$ cat src/rtl/axi_bridge_pkg.sv
// Shared AXI3 channel widths, fixed IDs and helpers for the SRAM-like to AXI bridge.
// Latency: none (declarations only).
// Backpressure: not applicable.
package axi_bridge_pkg;

  localparam int A_ID_WID    = 4;
  localparam int A_LEN_WID   = 8;
  localparam int A_SIZE_WID  = 3;
  localparam int A_STRB_WID  = 4;  // strobe width for the default 32-bit data bus
  localparam int A_RESP_WID  = 2;
  localparam int A_BURST_WID = 2;
  localparam int A_LOCK_WID  = 2;
  localparam int A_CACHE_WID = 4;
  localparam int A_PROT_WID  = 3;

  localparam logic [A_ID_WID-1:0]    ID_INST    = 4'd0;
  localparam logic [A_ID_WID-1:0]    ID_DATA    = 4'd1;
  localparam logic [A_BURST_WID-1:0] BURST_INCR = 2'b01;

  // SRAM-like size code (0:1B 1:2B 2:4B) maps directly onto AXI axsize.
  function automatic logic [A_SIZE_WID-1:0] size_to_axsize(input logic [1:0] size);
    return {1'b0, size};
  endfunction

endpackage

$ cat src/rtl/axi_req_slot.sv
// One-entry valid/ready holding register for an AXI address or write-data channel.
// Latency: a load appears on vld/dat the following cycle.
// Backpressure: vld/dat held until rdy; free is high when empty or completing, so loads may overlap a handshake.
// Ports: clk/rst_n; load/load_dat capture a request; rdy is the channel ready;
//        vld/dat drive the channel; free tells the requester a load is allowed this cycle.
module axi_req_slot #(
  parameter int W = 8
) (
  input  logic         clk,
  input  logic         rst_n,
  input  logic         load,
  input  logic [W-1:0] load_dat,
  input  logic         rdy,
  output logic         vld,
  output logic [W-1:0] dat,
  output logic         free
);

  logic         vld_q, vld_d;
  logic [W-1:0] dat_q, dat_d;

  always_comb begin
    vld_d = vld_q && !rdy;
    dat_d = dat_q;
    if (load) begin
      vld_d = 1'b1;
      dat_d = load_dat;
    end
  end

  always_ff @(posedge clk or negedge rst_n) begin
    if (!rst_n) begin
      vld_q <= 1'b0;
      dat_q <= '0;
    end else begin
      vld_q <= vld_d;
      dat_q <= dat_d;
    end
  end

  assign vld  = vld_q;
  assign dat  = dat_q;
  assign free = !vld_q || rdy;

endmodule

$ cat src/rtl/axi_sram_bridge_mo.sv
// Bridges CPU inst/data SRAM-like ports onto one AXI3 master with multiple outstanding transactions.
// Latency: addr_ok combinational; AR/AW/W valid next cycle; data_ok one cycle after the R/B handshake.
// Backpressure: addr_ok held low when the channel slot is busy, a counter is full, or data-port rd/wr ordering blocks.
// Ports: inst_sram_* (read-only), data_sram_* (read/write), AXI3 AR/R/AW/W/B master channels.
module axi_sram_bridge_mo
  import axi_bridge_pkg::*;
#(
  parameter int ADDR_W = 32,
  parameter int DATA_W = 32,
  parameter int MAX_RD = 4,
  parameter int MAX_WR = 2
) (
  input  logic                   aclk,
  input  logic                   aresetn,
  input  logic                   inst_sram_req,
  input  logic [1:0]             inst_sram_size,
  input  logic [ADDR_W-1:0]      inst_sram_addr,
  output logic                   inst_sram_addr_ok,
  output logic                   inst_sram_data_ok,
  output logic [DATA_W-1:0]      inst_sram_rdata,
  input  logic                   data_sram_req,
  input  logic                   data_sram_wr,
  input  logic [1:0]             data_sram_size,
  input  logic [DATA_W/8-1:0]    data_sram_wstrb,
  input  logic [ADDR_W-1:0]      data_sram_addr,
  input  logic [DATA_W-1:0]      data_sram_wdata,
  output logic                   data_sram_addr_ok,
  output logic                   data_sram_data_ok,
  output logic [DATA_W-1:0]      data_sram_rdata,
  output logic [A_ID_WID-1:0]    arid,
  output logic [ADDR_W-1:0]      araddr,
  output logic [A_LEN_WID-1:0]   arlen,
  output logic [A_SIZE_WID-1:0]  arsize,
  output logic [A_BURST_WID-1:0] arburst,
  output logic [A_LOCK_WID-1:0]  arlock,
  output logic [A_CACHE_WID-1:0] arcache,
  output logic [A_PROT_WID-1:0]  arprot,
  output logic                   arvalid,
  input  logic                   arready,
  input  logic [A_ID_WID-1:0]    rid,
  input  logic [DATA_W-1:0]      rdata,
  input  logic [A_RESP_WID-1:0]  rresp,
  input  logic                   rlast,
  input  logic                   rvalid,
  output logic                   rready,
  output logic [A_ID_WID-1:0]    awid,
  output logic [ADDR_W-1:0]      awaddr,
  output logic [A_LEN_WID-1:0]   awlen,
  output logic [A_SIZE_WID-1:0]  awsize,
  output logic [A_BURST_WID-1:0] awburst,
  output logic [A_LOCK_WID-1:0]  awlock,
  output logic [A_CACHE_WID-1:0] awcache,
  output logic [A_PROT_WID-1:0]  awprot,
  output logic                   awvalid,
  input  logic                   awready,
  output logic [A_ID_WID-1:0]    wid,
  output logic [DATA_W-1:0]      wdata,
  output logic [DATA_W/8-1:0]    wstrb,
  output logic                   wlast,
  output logic                   wvalid,
  input  logic                   wready,
  input  logic [A_ID_WID-1:0]    bid,
  input  logic [A_RESP_WID-1:0]  bresp,
  input  logic                   bvalid,
  output logic                   bready
);

  localparam int STRB_W = DATA_W / 8;
  localparam int RC_W   = $clog2(MAX_RD + 1);
  localparam int WC_W   = $clog2(MAX_WR + 1);

  typedef struct packed {
    logic              is_data;
    logic [ADDR_W-1:0] addr;
    logic [1:0]        size;
  } ar_req_t;

  typedef struct packed {
    logic [ADDR_W-1:0] addr;
    logic [1:0]        size;
  } aw_req_t;

  typedef struct packed {
    logic [DATA_W-1:0] data;
    logic [STRB_W-1:0] strb;
  } w_req_t;

  // run_q is low in reset and rises on the first edge after release; it
  // gates all accepts and drives rready/bready.
  logic              run_q, run_d;
  logic [RC_W-1:0]   inst_rd_cnt_q, inst_rd_cnt_d;
  logic [RC_W-1:0]   data_rd_cnt_q, data_rd_cnt_d;
  logic [WC_W-1:0]   wr_cnt_q, wr_cnt_d;
  logic              inst_ok_q, inst_ok_d;
  logic              data_rd_ok_q, data_rd_ok_d;
  logic              b_ok_q, b_ok_d;
  logic [DATA_W-1:0] inst_rdata_q, inst_rdata_d;
  logic [DATA_W-1:0] data_rdata_q, data_rdata_d;

  logic    ar_free, aw_free, w_free;
  logic    inst_acc, data_rd_acc, data_wr_acc;
  logic    r_hs, r_is_data, b_hs;
  ar_req_t ar_in, ar_out;
  aw_req_t aw_in, aw_out;
  w_req_t  w_in, w_out;

  always_comb begin
    // Data port wins the AR slot; a data write never competes with inst.
    data_rd_acc = run_q && data_sram_req && !data_sram_wr && ar_free &&
                  (data_rd_cnt_q < RC_W'(MAX_RD)) && (wr_cnt_q == '0);
    data_wr_acc = run_q && data_sram_req && data_sram_wr && aw_free && w_free &&
                  (wr_cnt_q < WC_W'(MAX_WR)) && (data_rd_cnt_q == '0);
    inst_acc    = run_q && inst_sram_req && ar_free && !data_rd_acc &&
                  (inst_rd_cnt_q < RC_W'(MAX_RD));

    ar_in.is_data = data_rd_acc;
    ar_in.addr    = data_rd_acc ? data_sram_addr : inst_sram_addr;
    ar_in.size    = data_rd_acc ? data_sram_size : inst_sram_size;
    aw_in.addr    = data_sram_addr;
    aw_in.size    = data_sram_size;
    w_in.data     = data_sram_wdata;
    w_in.strb     = data_sram_wstrb;

    r_hs      = run_q && rvalid;
    r_is_data = (rid[0] == ID_DATA[0]);
    b_hs      = run_q && bvalid;

    run_d        = 1'b1;
    inst_ok_d    = r_hs && !r_is_data;
    data_rd_ok_d = r_hs && r_is_data;
    b_ok_d       = b_hs;
    inst_rdata_d = (r_hs && !r_is_data) ? rdata : inst_rdata_q;
    data_rdata_d = (r_hs && r_is_data)  ? rdata : data_rdata_q;

    // Counters retire with the data_ok pulse, so a full port reopens the cycle after it.
    inst_rd_cnt_d = inst_rd_cnt_q + RC_W'(inst_acc)    - RC_W'(inst_ok_q);
    data_rd_cnt_d = data_rd_cnt_q + RC_W'(data_rd_acc) - RC_W'(data_rd_ok_q);
    wr_cnt_d      = wr_cnt_q      + WC_W'(data_wr_acc) - WC_W'(b_ok_q);
  end

  always_ff @(posedge aclk or negedge aresetn) begin
    if (!aresetn) begin
      run_q         <= 1'b0;
      inst_rd_cnt_q <= '0;
      data_rd_cnt_q <= '0;
      wr_cnt_q      <= '0;
      inst_ok_q     <= 1'b0;
      data_rd_ok_q  <= 1'b0;
      b_ok_q        <= 1'b0;
      inst_rdata_q  <= '0;
      data_rdata_q  <= '0;
    end else begin
      run_q         <= run_d;
      inst_rd_cnt_q <= inst_rd_cnt_d;
      data_rd_cnt_q <= data_rd_cnt_d;
      wr_cnt_q      <= wr_cnt_d;
      inst_ok_q     <= inst_ok_d;
      data_rd_ok_q  <= data_rd_ok_d;
      b_ok_q        <= b_ok_d;
      inst_rdata_q  <= inst_rdata_d;
      data_rdata_q  <= data_rdata_d;
    end
  end

  axi_req_slot #(.W($bits(ar_req_t))) u_ar_slot (
    .clk(aclk), .rst_n(aresetn), .load(inst_acc || data_rd_acc), .load_dat(ar_in),
    .rdy(arready), .vld(arvalid), .dat(ar_out), .free(ar_free)
  );

  axi_req_slot #(.W($bits(aw_req_t))) u_aw_slot (
    .clk(aclk), .rst_n(aresetn), .load(data_wr_acc), .load_dat(aw_in),
    .rdy(awready), .vld(awvalid), .dat(aw_out), .free(aw_free)
  );

  axi_req_slot #(.W($bits(w_req_t))) u_w_slot (
    .clk(aclk), .rst_n(aresetn), .load(data_wr_acc), .load_dat(w_in),
    .rdy(wready), .vld(wvalid), .dat(w_out), .free(w_free)
  );

  assign inst_sram_addr_ok = inst_acc;
  assign inst_sram_data_ok = inst_ok_q;
  assign inst_sram_rdata   = inst_rdata_q;
  assign data_sram_addr_ok = data_rd_acc || data_wr_acc;
  // Rd/wr mutual exclusion on the data port keeps these two pulses apart.
  assign data_sram_data_ok = data_rd_ok_q || b_ok_q;
  assign data_sram_rdata   = data_rdata_q;

  assign arid    = ar_out.is_data ? ID_DATA : ID_INST;
  assign araddr  = ar_out.addr;
  assign arsize  = size_to_axsize(ar_out.size);
  assign arlen   = '0;
  assign arburst = BURST_INCR;
  assign arlock  = '0;
  assign arcache = '0;
  assign arprot  = '0;
  assign rready  = run_q;

  assign awid    = ID_DATA;
  assign awaddr  = aw_out.addr;
  assign awsize  = size_to_axsize(aw_out.size);
  assign awlen   = '0;
  assign awburst = BURST_INCR;
  assign awlock  = '0;
  assign awcache = '0;
  assign awprot  = '0;

  assign wid     = ID_DATA;
  assign wdata   = w_out.data;
  assign wstrb   = w_out.strb;
  assign wlast   = 1'b1;
  assign bready  = run_q;

  // Single-beat, per-port in-order traffic: only rid[0] routes a beat.
  logic unused_inputs;
  assign unused_inputs = ^{rid[A_ID_WID-1:1], rresp, rlast, bid, bresp};

endmodule
$ cat config.mk
export PLATFORM = sky130hd
export DESIGN_NAME = axi_sram_bridge_mo
export DESIGN_NICKNAME = d
export VERILOG_FILES = /design/src/rtl/axi_bridge_pkg.sv /design/src/rtl/axi_req_slot.sv /design/src/rtl/axi_sram_bridge_mo.sv
export SDC_FILE = /design/constraint.sdc
export NUM_CORES = 1
export LEC_CHECK = 0
export ABC_CLOCK_PERIOD_IN_PS = 5300
export BUFFER_PORTS_ARGS = -buffer_cell sky130_fd_sc_hd__buf_2
export CAP_MARGIN = 10
export CORE_AREA = 3 3 152 154
export CTS_CLUSTER_SIZE = 8
export DETAILED_ROUTE_END_ITERATION = 8
export DIE_AREA = 0 0 155 157
export MAX_ROUTING_LAYER = met4
export PLACE_DENSITY = 0.73
export SETUP_SLACK_MARGIN = 0.4
export SYNTH_ARGS = -nofsm -noshare
export SYNTH_HDL_FRONTEND = slang
export SYNTH_SLANG_ARGS = --single-unit
export TNS_END_PERCENT = 10
$ cat constraint.sdc
create_clock -name aclk -period 5.3 [get_ports aclk]
set_clock_uncertainty 0.15 [all_clocks]
set_input_delay 1.06 -clock aclk [delete_from_list [all_inputs] [get_ports aclk]]
set_output_delay 1.06 -clock aclk [all_outputs]
set_load 0.1 [all_outputs]
## Word-level counts from Yosys, hierarchy flattened

Index checks and enable logic that the tools add are counted.

- Output and inout bits: 230
- Word-level logic and storage cells: 68
- Bits in registers: 184
- Input port bits: 159

- $add $sub $neg: 6
- Reduce and logical (&&, ||, !) cells: 38
- $lt $le $gt $ge: 3
- Multiplexer cells: 6

Operators with widths:

| cell | count |
|---|---|
| 32-bit 2-to-1 mux | 1 |
| 1-bit logical AND | 21 |
| 1-bit zero test | 9 |
| 3-bit by 1-bit adder with 3-bit output | 2 |
| 1-bit logical OR | 6 |
| 3-bit < comparator, second input constant | 2 |
| 3-bit by 1-bit subtractor with 3-bit output | 2 |
| 1-bit 2-to-1 mux | 4 |
| 3-bit zero test | 1 |
| 2-bit by 1-bit adder with 2-bit output | 1 |
| 2-bit zero test | 1 |
| 2-bit < comparator, second input constant | 1 |
| 2-bit 2-to-1 mux | 1 |
| 2-bit by 1-bit subtractor with 2-bit output | 1 |

## Depth between registers and ports, before layout

- Depth in word-level cells: 10
- Depth in mapped cells: 11
- Depth with buffers taken out: 8

## Hierarchy

Synthesis repeated with hierarchy kept, for this count alone.

- Cells, all modules: 509
- Area, all modules: 8262.9 µm²

By module, submodules not included:

| module | cells an instance | sequential area each (µm²) | instances | area an instance (µm²) |
|---|---|---|---|---|
| axi_sram_bridge_mo | 278 | 1901.8 | 1 | 3799.9 |
| axi_req_slot (u_w_slot) | 79 | 925.9 | 1 | 1524.0 |
| axi_req_slot (u_ar_slot) | 77 | 900.9 | 1 | 1487.7 |
| axi_req_slot (u_aw_slot) | 75 | 875.8 | 1 | 1451.4 |

## Least setup slack after synthesis

Ideal clock, no wire load.

- Kind: input port to output port
- Start point: input data_sram_wr
- End point: output data_sram_addr_ok
- Buffers on the path: 1
- Setup slack: 0.861 ns
- Stages on the path: 4
- Arrival: 3.229 ns
- Required time: 4.090 ns
- Cell sequence: or2_2 -> buf_2 -> or2_2 -> a21oi_1

- Word-level cells in the longest chain between the ends: 6
- Elaborated cells between the ends (all ways): 11
- Classes of those cells: 11 x reduce/logical

RTL lines:

| item | line | text |
|---|---|---|
| from (decl) | axi_sram_bridge_mo.sv:22 | `input logic data_sram_wr,` |
| 1-bit zero test / 1-bit logical AND (equally long branches) | axi_sram_bridge_mo.sv:109, axi_sram_bridge_mo.sv:111 |  |
| 1-bit logical AND, on equally long branches (3 in series) | axi_sram_bridge_mo.sv:109, axi_sram_bridge_mo.sv:111 |  |
| 1-bit logical AND, on equally long branches | axi_sram_bridge_mo.sv:110, axi_sram_bridge_mo.sv:112 |  |
| 1-bit logical OR * | axi_sram_bridge_mo.sv:183 | `assign data_sram_addr_ok = data_rd_acc \|\| data_wr_acc;` |
| to (decl) | axi_sram_bridge_mo.sv:27 | `output logic data_sram_addr_ok,` |

Mark *: on every way between the ends. The rest lies on a longest branch, timed or not.

## Worst setup path in the final report

- Start point: input data_sram_req
- End point: output inst_sram_addr_ok

- Word-level cells in the longest chain between the ends: 8

RTL lines:

| item | line | text |
|---|---|---|
| from (decl) | axi_sram_bridge_mo.sv:21 | `input logic data_sram_req,` |
| 1-bit logical AND (4 in series) | axi_sram_bridge_mo.sv:109 | `data_rd_acc = run_q && data_sram_req && !data_sram_wr && ar_free &&` |
| 1-bit logical AND | axi_sram_bridge_mo.sv:110 | `(data_rd_cnt_q < RC_W'(MAX_RD)) && (wr_cnt_q == '0);` |
| 1-bit zero test | axi_sram_bridge_mo.sv:113 | `inst_acc = run_q && inst_sram_req && ar_free && !data_rd_acc &&` |
| 1-bit logical AND (2 in series) | axi_sram_bridge_mo.sv:113 |  |
| to (decl) | axi_sram_bridge_mo.sv:18 | `output logic inst_sram_addr_ok,` |

Every way passes these cells.

==> impl.org <==
** Critical path
- The signal on the critical path passes through buf_2 -> nand4bb_2 -> nor3_1 -> nor2_1 -> buf_2.
- CP max FO :: 23
- For this run, the slowest stage of the critical path takes 570 ps.
- Kind of launch point of the worst setup path :: input port
- The worst setup path is captured at a primary output.
- Critical Path Slowest Stage Cell :: sky130_fd_sc_hd__nand4bb_2
- STA puts the critical path data arrival time at 2650 ps.
- Data required time at the worst endpoint :: 4090 ps
- Critical path type :: input port to primary output
- Cell with the most instances on the worst path :: sky130_fd_sc_hd__buf_2

** Global route
- For this run, the total global-route usage over all layers was measured as 0.180.
- Global-route wire length before repair :: 33.5 mm
- Number of antenna violations at the first check in global routing :: 1
- Via count of the first global-routing pass :: 6155
- After global routing the overflow that remains totals 0.
- Entering global routing, the biggest net connects 97 pins.

** Yosys
- Post-synthesis instance area :: 0.00810 mm2
- Post-synthesis cell count :: 608
- The synthesized design contains 0 enable-type register cells.
- For this run, asynchronously set or reset flops after synthesis account for 1.00.
- Yosys mapped the design onto 31 distinct sky130hd cell types.
- Yosys printed 0 warnings.
- Share of Yosys cell area claimed by the top area cell type :: 0.569
- After synthesis, the cell types taking the most area are sky130_fd_sc_hd__dfrtp_1 57%, sky130_fd_sc_hd__mux2_2 19%, sky130_fd_sc_hd__buf_4 4.9%.
- In the synthesized netlist the dominant register cell turns out to be sky130_fd_sc_hd__dfrtp_1.
- A synthesized cell averages 13.3 um2.
- Area leader, netlist :: sky130_fd_sc_hd__dfrtp_1
- Synthesis inferred 184 register bits.
- Sequential share of the synthesized area :: 0.569

** Route
- DRT Pass-1 Iters :: 5
- Summed over all nets, wire length on met2 after detailed routing comes to 10.9 mm.
- Antenna-violating nets left :: 0
- Routed wl met3 :: 1.98 mm
- Routed via count divided by cell count :: 5.02
- For this block, the routed nets add up to 22.0 mm of wire.
- DRT iter0 DRCs :: 301
- Routed signal wires occupy layers up through met4.
- Wire length per cell after detailed routing :: 18.3 um
- Remaining routing DRC violations :: 0
- Vias after detailed routing :: 6033
- Met1 routed wirelength after detailed routing :: 8.79 mm

** Die
- Pin placement for this block handled 389 I/O pins.
- The die is 157 um tall.
- The die is 155 um wide.
- Starting density of the core :: 0.371
- The floorplan step defined a core boundary enclosing 0.0218 mm2.
- FP Rows :: 54
- Area of the die :: 0.0243 mm2

** STA
- Portion of the clock cycle consumed by the worst path in the final layout :: 0.728
- Maximum clock frequency :: 0.259 GHz
- Final hold viol count :: 0
- Max transition margin :: 0.335
- Setup repair after global routing missed its margin :: false
- Final Max Tran Viols :: 0
- Final Setup Violations :: 0
- Least-Margin Pin Slew :: 997 ps
- Final hold analysis gives a worst-case slack of 318 ps.
- Summed negative setup slack over all endpoints :: 0 ps
- The worst path needs 3860 ps of the cycle, external delays included.

** Worst hold path
- The tightest min-delay check is of the flip-flop to flip-flop type.

** Clock network
- Buffers inserted during clock tree synthesis total 17.
- Clk pin slew, worst setup/hold paths :: 70 ps
- Setup fix buffers added after clock tree synthesis :: 0
- TritonCTS built the clock tree.
- Cts repair resizes :: 0
- The number of hold buffers added after CTS was 0.
- Root Buffer Master :: sky130_fd_sc_hd__clkbuf_16
- Maximum buffer depth of the clock tree :: 2
- Clock latency on the worst-skew pair, taken at its later pin, is 420 ps.
- The tree built by TritonCTS fans out to 184 sinks.
- The H-tree was split into 4 levels.

** Outcome
- Status :: finished clean

** Run
- The tool flagged a number of max-cap violations equal to 0.

** Finish
- Summing all flip-flop and latch instances after layout gives 0.00461 mm2.
- The multi-input combinational cells in the finished layout cover a total of 0.00306 mm2.
- The filler cells instantiated in the layout total 2012.
- Final standard cell count with taps included and fillers excluded :: 1202
- In the final layout, the share of cells above drive strength 1 is 0.571.
- The area growth from synthesis to layout is 27.8%.
- For this run, the post-layout net count is 1074.

** Placement
- RePlAce Congestion :: 0.815
- Once placement completed, the tool counted placed cells totaling 1169.
- The count of buffers added on input and output ports is 324.
- Detailed placement ended at an HPWL of 15.9 mm.
[final cells by class]
class                      count  share of cell area
antenna                        1            0.000242
clock inverter                14              0.0144
multi-input combinational    361               0.295
inverter                       9             0.00326
tap                          280              0.0338
timing repair buffer         335               0.167
sequential                   184               0.445
clock buffer                  18              0.0415
[cell usage after synthesis (3+ instances only)]
library cell               instances
sky130_fd_sc_hd__a31oi_1          34
sky130_fd_sc_hd__buf_1             7
sky130_fd_sc_hd__buf_2            15
sky130_fd_sc_hd__buf_4            53
sky130_fd_sc_hd__clkbuf_1         30
sky130_fd_sc_hd__dfrtp_1         184
sky130_fd_sc_hd__ha_1              5
sky130_fd_sc_hd__inv_1             9
sky130_fd_sc_hd__mux2_2          134
sky130_fd_sc_hd__nand2_1           3
sky130_fd_sc_hd__nor4_1           34
sky130_fd_sc_hd__o31ai_1          34
sky130_fd_sc_hd__or2_2             3
sky130_fd_sc_hd__or4b_1           15
sky130_fd_sc_hd__or4b_2           19
sky130_fd_sc_hd__xnor2_1           7
[per-layer routing]
metal | vias to the layer above | track usage
li1 | 2742 | -
met1 | 2984 | 0.213
met2 | 284 | 0.296
met3 | 23 | 0.0602
met4 | 0 | 0.0475
met5 | - | -
[registers in the layout (all words and copies together), names as in the netlist, 2 cells and up]
signal           flops
wr_cnt_q             2
inst_rd_cnt_q        3
data_sram_rdata     32
data_rd_cnt_q        3
u_w_slot.dat        36
u_aw_slot.dat       34
inst_sram_rdata     32
u_ar_slot.dat       35
[cell families (layout without fill, tap and decap cells)]
group,after synthesis,count (layout),share of synthesized area
adder cells (fa/ha/maj),7,7,0.0127
XOR/XNOR,7,7,0.00757
multiplexers,134,134,0.186
other,2,54,0.000927
flip-flops,184,184,0.569
buffers and inverters,114,376,0.0797
AO/OA/AOI/OAI,70,70,0.0593
AND/OR/NAND/NOR,90,90,0.0850
[through the flow]
stage                     setup slack, ps  area, um2   util
after global routing                 1350      10400  0.474
after CTS                            1440      10300  0.474
final                                1440      10400  0.474
after global placement               1460       9770  0.448
after detailed placement             1440       9770  0.448
after floorplan                       861       8290      -
[critical path, delay by kind of cell]
kind / cells / cell delay, ps
and+or+nand+nor: 3 / 1160
buffers and inverters: 2 / 420
[layout by cell type (no fill, tap or decap), types with 3 or more instances in the layout]
master and count:
sky130_fd_sc_hd__a31oi_1 34, sky130_fd_sc_hd__buf_2 323, sky130_fd_sc_hd__buf_4 10, sky130_fd_sc_hd__clkbuf_16 17, sky130_fd_sc_hd__conb_1 53, sky130_fd_sc_hd__dfrtp_1 183
sky130_fd_sc_hd__ha_1 5, sky130_fd_sc_hd__inv_1 9, sky130_fd_sc_hd__inv_6 5, sky130_fd_sc_hd__inv_8 5, sky130_fd_sc_hd__mux2_2 134, sky130_fd_sc_hd__nor4_1 34
sky130_fd_sc_hd__o31ai_1 34, sky130_fd_sc_hd__or2_2 3, sky130_fd_sc_hd__or4b_1 15, sky130_fd_sc_hd__or4b_2 19, sky130_fd_sc_hd__xnor2_1 7
[final timing paths]
| path | from | to | slack [ps] | depth (start not counted) |
|---|---|---|---|---|
| setup reg to reg | bready | data_rd_cnt_q[2] | 2030 | 7 |
| hold reg to reg | wr_cnt_q[1] | wr_cnt_q[1] | 320 | 1 |
| min in group asynchronous | aresetn | data_sram_rdata[18] | 520 | 1 |
| setup / recovery | data_sram_req | inst_sram_addr_ok | 1440 | 5 |
| hold / removal | wr_cnt_q[1] | wr_cnt_q[1] | 320 | 1 |
| max in group asynchronous | aresetn | u_aw_slot.dat[2] | 3440 | 2 |
Power is left out: the tool's default activity adds up to more than one toggle a clock period on the data nets, which glitch-free logic cannot reach.
